`src/rtl/fmeas_pkg.sv`:
```
// Shared types and defaults for the frequency-meter channel scheduler.
package fmeas_pkg;

  typedef enum logic [2:0] {
    StIdle,
    StSelect,
    StStart,
    StWait,
    StStore,
    StNext,
    StDone
  } fmeas_state_e;

  localparam int unsigned SettleCycDefault  = 16;
  localparam logic [31:0] TimeoutCycDefault = 32'd100_000_000;

  typedef logic [63:0] fmeas_result_t;

endpackage

```
`src/rtl/fmeas_result_bank.sv`:
```
// Per-channel 64-bit result register file: one write port, one registered read port.
module fmeas_result_bank
  import fmeas_pkg::*;
#(
  parameter int unsigned  NCh  = 4,
  localparam int unsigned SelW = $clog2(NCh)
) (
  input  logic          clk_i,
  input  logic          rst_ni,
  input  logic          we_i,
  input  logic [SelW-1:0] wr_ch_i,
  input  fmeas_result_t wr_data_i,
  input  logic [SelW-1:0] rd_ch_i,
  output fmeas_result_t rd_data_o
);

  fmeas_result_t mem_q [NCh];
  fmeas_result_t mem_d [NCh];
  fmeas_result_t rd_data_q, rd_data_d;

  always_comb begin
    mem_d = mem_q;
    if (we_i && (32'(wr_ch_i) < NCh)) begin
      mem_d[wr_ch_i] = wr_data_i;
    end
    // Indices past the last channel read as zero.
    rd_data_d = '0;
    if (32'(rd_ch_i) < NCh) begin
      rd_data_d = mem_q[rd_ch_i];
    end
  end

  always_ff @(posedge clk_i) begin
    if (!rst_ni) begin
      mem_q     <= '{default: '0};
      rd_data_q <= '0;
    end else begin
      mem_q     <= mem_d;
      rd_data_q <= rd_data_d;
    end
  end

  assign rd_data_o = rd_data_q;

endmodule

```
`src/rtl/freq_meas_sched.sv`:
```
// Scans enabled channels through a shared frequency meter and banks each result.
// Optional measurement timeout enabled by defining FMEAS_TIMEOUT_EN.
module freq_meas_sched
  import fmeas_pkg::*;
#(
  parameter int unsigned  N_CH        = 4,
  parameter int unsigned  SETTLE_CYC  = SettleCycDefault,
  parameter logic [31:0]  TIMEOUT_CYC = TimeoutCycDefault,
  localparam int unsigned SelW        = $clog2(N_CH)
) (
  input  logic            clk_fs,
  input  logic            rst_n,
  input  logic            start,
  input  logic [N_CH-1:0] chan_mask,
  output logic            busy,
  output logic            done,
  output logic [SelW-1:0] meas_sel,
  output logic            meas_start,
  input  logic            meas_done,
  input  logic [63:0]     meas_data,
  input  logic [SelW-1:0] rd_ch,
  output logic [63:0]     rd_data,
  output logic [N_CH-1:0] res_valid,
  output logic [N_CH-1:0] res_err
);

  localparam logic [7:0] SettleLast = (SETTLE_CYC == 0)  ? 8'd0  :
                                      (SETTLE_CYC > 256) ? 8'hff : 8'(SETTLE_CYC - 1);
  localparam logic [N_CH-1:0] OneLsb = {{(N_CH-1){1'b0}}, 1'b1};

  fmeas_state_e    state_q, state_d;
  logic [N_CH-1:0] pend_q, pend_d;
  logic [SelW-1:0] sel_q, sel_d;
  logic [7:0]      settle_q, settle_d;
  fmeas_result_t   data_q, data_d;
  logic [N_CH-1:0] valid_q, valid_d;
  logic [N_CH-1:0] err_q, err_d;

  logic [SelW-1:0] pick_ch;
  logic [N_CH-1:0] sel_oh;
  logic            bank_we;
  fmeas_result_t   bank_wdata;

`ifdef FMEAS_TIMEOUT_EN
  localparam logic [31:0] TmoLast = (TIMEOUT_CYC == 32'd0) ? 32'd0 : TIMEOUT_CYC - 32'd1;
  logic [31:0] tmo_q, tmo_d;
`else
  logic unused_timeout_cyc;
  assign unused_timeout_cyc = ^TIMEOUT_CYC;
`endif

  // Lowest-index pending channel wins.
  always_comb begin
    pick_ch = '0;
    for (int i = N_CH - 1; i >= 0; i--) begin
      if (pend_q[i]) pick_ch = SelW'(i);
    end
  end

  assign sel_oh = OneLsb << sel_q;

  always_comb begin
    state_d    = state_q;
    pend_d     = pend_q;
    sel_d      = sel_q;
    settle_d   = settle_q;
    data_d     = data_q;
    valid_d    = valid_q;
    err_d      = err_q;
    bank_we    = 1'b0;
    bank_wdata = data_q;
`ifdef FMEAS_TIMEOUT_EN
    tmo_d      = tmo_q;
`endif
    unique case (state_q)
      StIdle: begin
        if (start) begin
          pend_d  = chan_mask;
          valid_d = '0;
          err_d   = '0;
          state_d = StNext;
        end
      end
      StNext: begin
        if (|pend_q) begin
          sel_d    = pick_ch;
          pend_d   = pend_q & (pend_q - OneLsb);
          settle_d = '0;
          state_d  = StSelect;
        end else begin
          state_d = StDone;
        end
      end
      StSelect: begin
        if (settle_q >= SettleLast) begin
          state_d = StStart;
        end else if (settle_q != 8'hff) begin
          settle_d = settle_q + 8'd1;
        end
      end
      StStart: begin
`ifdef FMEAS_TIMEOUT_EN
        tmo_d = '0;
`endif
        state_d = StWait;
      end
      StWait: begin
        // A result arriving on the timeout cycle still counts.
        if (meas_done) begin
          data_d  = meas_data;
          state_d = StStore;
        end
`ifdef FMEAS_TIMEOUT_EN
        else if (tmo_q >= TmoLast) begin
          bank_we    = 1'b1;
          bank_wdata = '0;
          err_d      = err_q | sel_oh;
          state_d    = StNext;
        end else if (tmo_q != 32'hffff_ffff) begin
          tmo_d = tmo_q + 32'd1;
        end
`endif
      end
      StStore: begin
        bank_we    = 1'b1;
        bank_wdata = data_q;
        valid_d    = valid_q | sel_oh;
        state_d    = StNext;
      end
      StDone: begin
        state_d = StIdle;
      end
      default: begin
        state_d = StIdle;
      end
    endcase
  end

  always_ff @(posedge clk_fs) begin
    if (!rst_n) begin
      state_q  <= StIdle;
      pend_q   <= '0;
      sel_q    <= '0;
      settle_q <= '0;
      data_q   <= '0;
      valid_q  <= '0;
      err_q    <= '0;
`ifdef FMEAS_TIMEOUT_EN
      tmo_q    <= '0;
`endif
    end else begin
      state_q  <= state_d;
      pend_q   <= pend_d;
      sel_q    <= sel_d;
      settle_q <= settle_d;
      data_q   <= data_d;
      valid_q  <= valid_d;
      err_q    <= err_d;
`ifdef FMEAS_TIMEOUT_EN
      tmo_q    <= tmo_d;
`endif
    end
  end

  fmeas_result_bank #(
    .NCh(N_CH)
  ) u_bank (
    .clk_i    (clk_fs),
    .rst_ni   (rst_n),
    .we_i     (bank_we),
    .wr_ch_i  (sel_q),
    .wr_data_i(bank_wdata),
    .rd_ch_i  (rd_ch),
    .rd_data_o(rd_data)
  );

  assign busy       = (state_q != StIdle) && (state_q != StDone);
  assign done       = (state_q == StDone);
  assign meas_start = (state_q == StStart);
  assign meas_sel   = sel_q;
  assign res_valid  = valid_q;
`ifdef FMEAS_TIMEOUT_EN
  assign res_err    = err_q;
`else
  assign res_err    = '0;
`endif

endmodule
```
`config.mk`:
```
export PLATFORM = sky130hd
export DESIGN_NAME = freq_meas_sched
export DESIGN_NICKNAME = d
export VERILOG_FILES = /design/src/rtl/fmeas_pkg.sv /design/src/rtl/fmeas_result_bank.sv /design/src/rtl/freq_meas_sched.sv
export SDC_FILE = /design/constraint.sdc
export NUM_CORES = 1
export LEC_CHECK = 0
export CORE_MARGIN = 4
export CORE_UTILIZATION = 55
export CTS_CLUSTER_DIAMETER = 60
export DETAILED_ROUTE_END_ITERATION = 10
export PLACE_DENSITY = 0.85
export SYNTH_ARGS = -nofsm -noshare
export SYNTH_HDL_FRONTEND = slang
export SYNTH_HIERARCHICAL = 1
export SYNTH_SLANG_ARGS = --single-unit
export TNS_END_PERCENT = 20
```
`constraint.sdc`:
```
create_clock -name clk_fs -period 3.2 [get_ports clk_fs]
set_clock_uncertainty 0.1 [all_clocks]
set_input_delay 0.64 -clock clk_fs [delete_from_list [all_inputs] [get_ports clk_fs]]
set_output_delay 0.64 -clock clk_fs [all_outputs]
set_load 0.01 [all_outputs]
```
==> metrics.yaml <==
final_antenna_net_count: 0
slew_violations: 0
synth-main-ff-cell: "dfxtp_1"
synth_compound_area_frac: 0.0695
mostFrequentLayoutCell: "nand2_1"
die-height_um: 179
yosysUniqueCellTypes: 49
drv_cap: 0
p_switching_w: 0.00226
drc_errors: 0
drive_gt1_frac: 0.0625
hold_ws_ns: 0.356
dp.cells: 2026
ctsResizeCount: 0
intPower_w: 0.00822
synth.mux.area_fraction: 0.238
async_flop_share: 0
clock_latency_ns: 0.52
netlist.area_leader.share: 0.502
antenna_found_initial: 1
cp_data_arrival_time_ns: 2.07
outcome: "finished, final reports clean"
ys_ff_latch: 405
cts_root_buffer: "clkbuf_16"
cts_tree: "done"
peakVddDrop_mv: 0.402
mostFrequentLayoutCells: "nand2_1, dfxtp_1, mux2i_1, clkdlybuf4s50_1, a21boi_0"
crit_type: "reg2out"
drt_iter0_markers: 683
fin_tns_setup_ns: 0
setup_viol: 0
grt_max_degree: 157
crit_fanout: 17
p_seq_frac: 0.489
synth_area_um2: 16100
n_fill_cell: 2212
vias_per_cell: 5.46
grt_setup_unrepaired: "no"
die_area_um2: 32100
hpwl_um: 22100
required_ns: 2.46
fin_nets: 1759
comb_power_share: 0.060
busiest_layer: "met2"
swShare: 0.216
grt_usage: 0.215
ys_top_cells_by_area: "dfxtp_1, mux2i_1, nand2_1, a21boi_0, o22ai_1"
core_um2: 28900
max_slew.worst_pin.slew_ns: 0.671
synth_top_family_by_area: "multiplexers"
synth_xor_area_frac: 0
placedInstanceArea_um2: 17500
synth_simple_gate_area_frac: 0.128
gr-usage-met2: 0.380
grtUsageMet3: 0.0382
yosysSeqAreaShare: 0.502
cts_setup_buffers: 0
end_kind: "output pin"
start_util: 0.559
hold_path.class: "reg2reg"
synth_edf_count: 0
power_density_nw_per_um2: 555
cp-start-kind: "flop"
numCtsBuffers: 40
final_cell_area_um2: 18900
grt.overflow.total: 0
grt_pass1_vias: 11766
vias: 11443
dr.pass1.iters: 5
synthAdderAreaFrac: 0.000775
max_freq_mhz: 356
pwr-share-clk: 0.452
globalplace.congestion: 0.820
cts.path.max_buffers: 3
syn_area_per_cell_um2: 10.2
syn2layout_area_growth_pct: 17.0
p_leak_nw: 7.99
min_period_ns: 2.81
routedWlPerCell_um: 16.8
clock_sinks: 405
final_cells: 2097
yosys_warnings: 6
use_met1: 0.270
diodes: 0
netlist_instances: 1588
io_pins: 151
hold_viol_final: 0
clkTransAtPathRegs_ns: 0.06
synth.largest_area_cell: "dfxtp_1"
row_count: 62
io_buffers: 146
drt-total-wl_um: 35300
grt_pass1_wl_um: 56900
dieWidth_um: 179
max-slew-margin-rel: 0.553
total_power_w: 0.0105
cts-hold-fix-buffers: 0
htreeDepth: 2
period_share: 0.879
-- flip-flops by register name, indices dropped and copies added (netlist names) --
name              cells
bank_wdata           64
meas_sel              2
pend_q                4
res_valid             4
settle_q              8
state_q               3
u_bank/mem_q        256
u_bank/rd_data_o     64
-- routing by layer --
metal | part of all wire | routed length (um)
met1 | 0.43 | 15300
met2 | 0.50 | 17700
met3 | 0.047 | 1650
met4 | 0.020 | 695
met5 | 0.00034 | 12
-- power groups by stage --
stage          logic [W]  registers, W  clock network (W)
4_1_cts         0.000624       0.00512            0.00481
6_report        0.000626       0.00512            0.00473
2_1_floorplan   0.000468       0.00521                  0
3_5_place_dp    0.000620       0.00523                  0
3_3_place_gp    0.000613       0.00523                  0
5_1_grt         0.000665       0.00512            0.00501
-- kinds of logic (layout without fill, tap and decap cells) --
family,Yosys count,after routing
AOI/OAI and AO/OA,162,162
other,1,4
muxes,384,384
buffers and inverters,125,247
adders and majority gates,1,1
and+or+nand+nor,510,510
DFF,405,405
-- synth_stat cells, drive strengths merged (3+ instances only) --
library cell	number
nand2	456
dfxtp	405
mux2i	384
buf	109
a21boi	70
o22ai	64
nor2	14
clkbuf	12
nand3	7
and3	6
o21ai	6
a21oi	5
nand2b	5
and2	4
inv	4
nor2b	4
nand3b	3
o21a	3
o311a	3
-- worst max-delay path: stages, from the launching register on --
cell	delay (ns)
dfxtp_1	0.64
nand2b_1	0.22
nand3b_1	0.15
clkdlybuf4s50_1	0.55
-- path summary, 6_finish.rpt --
path | startpoint | end | slack (ns) | cells past startpoint
worst max-delay path | state_q[2]$_SDFFE_PN0P_ | busy | 0.39 | 3
worst min-delay path | u_bank/mem_q[253]$_SDFFE_PN0P_ | u_bank/mem_q[253]$_SDFFE_PN0P_ | 0.36 | 2
worst max register to register | state_q[2]$_SDFFE_PN0P_ | u_bank/mem_q[241]$_SDFFE_PN0P_ | 0.64 | 5
worst min register to register | u_bank/mem_q[253]$_SDFFE_PN0P_ | u_bank/mem_q[253]$_SDFFE_PN0P_ | 0.36 | 2
-- through the flow --
| stage | utilization | setup WS, ns |
|---|---|---|
| CTS | 0.654 | 0.418 |
| global route | 0.654 | 0.293 |
| detailed placement | 0.608 | 0.719 |
| finish | 0.654 | 0.387 |
| global placement | 0.608 | 0.795 |
| floorplan | - | 1.45 |
-- final cells by class --
class | count | area, um2 | area share
Sequential cell | 405 | 8110 | 0.430
Multi-Input combinational cell | 1061 | 7090 | 0.375
Timing Repair Buffer | 172 | 1850 | 0.0980
Clock buffer | 58 | 1170 | 0.0620
Tap cell | 384 | 480 | 0.0255
Clock inverter | 13 | 165 | 0.00875
Inverter | 4 | 15.0 | 0.000795
(Power assumes the default switching activity.)
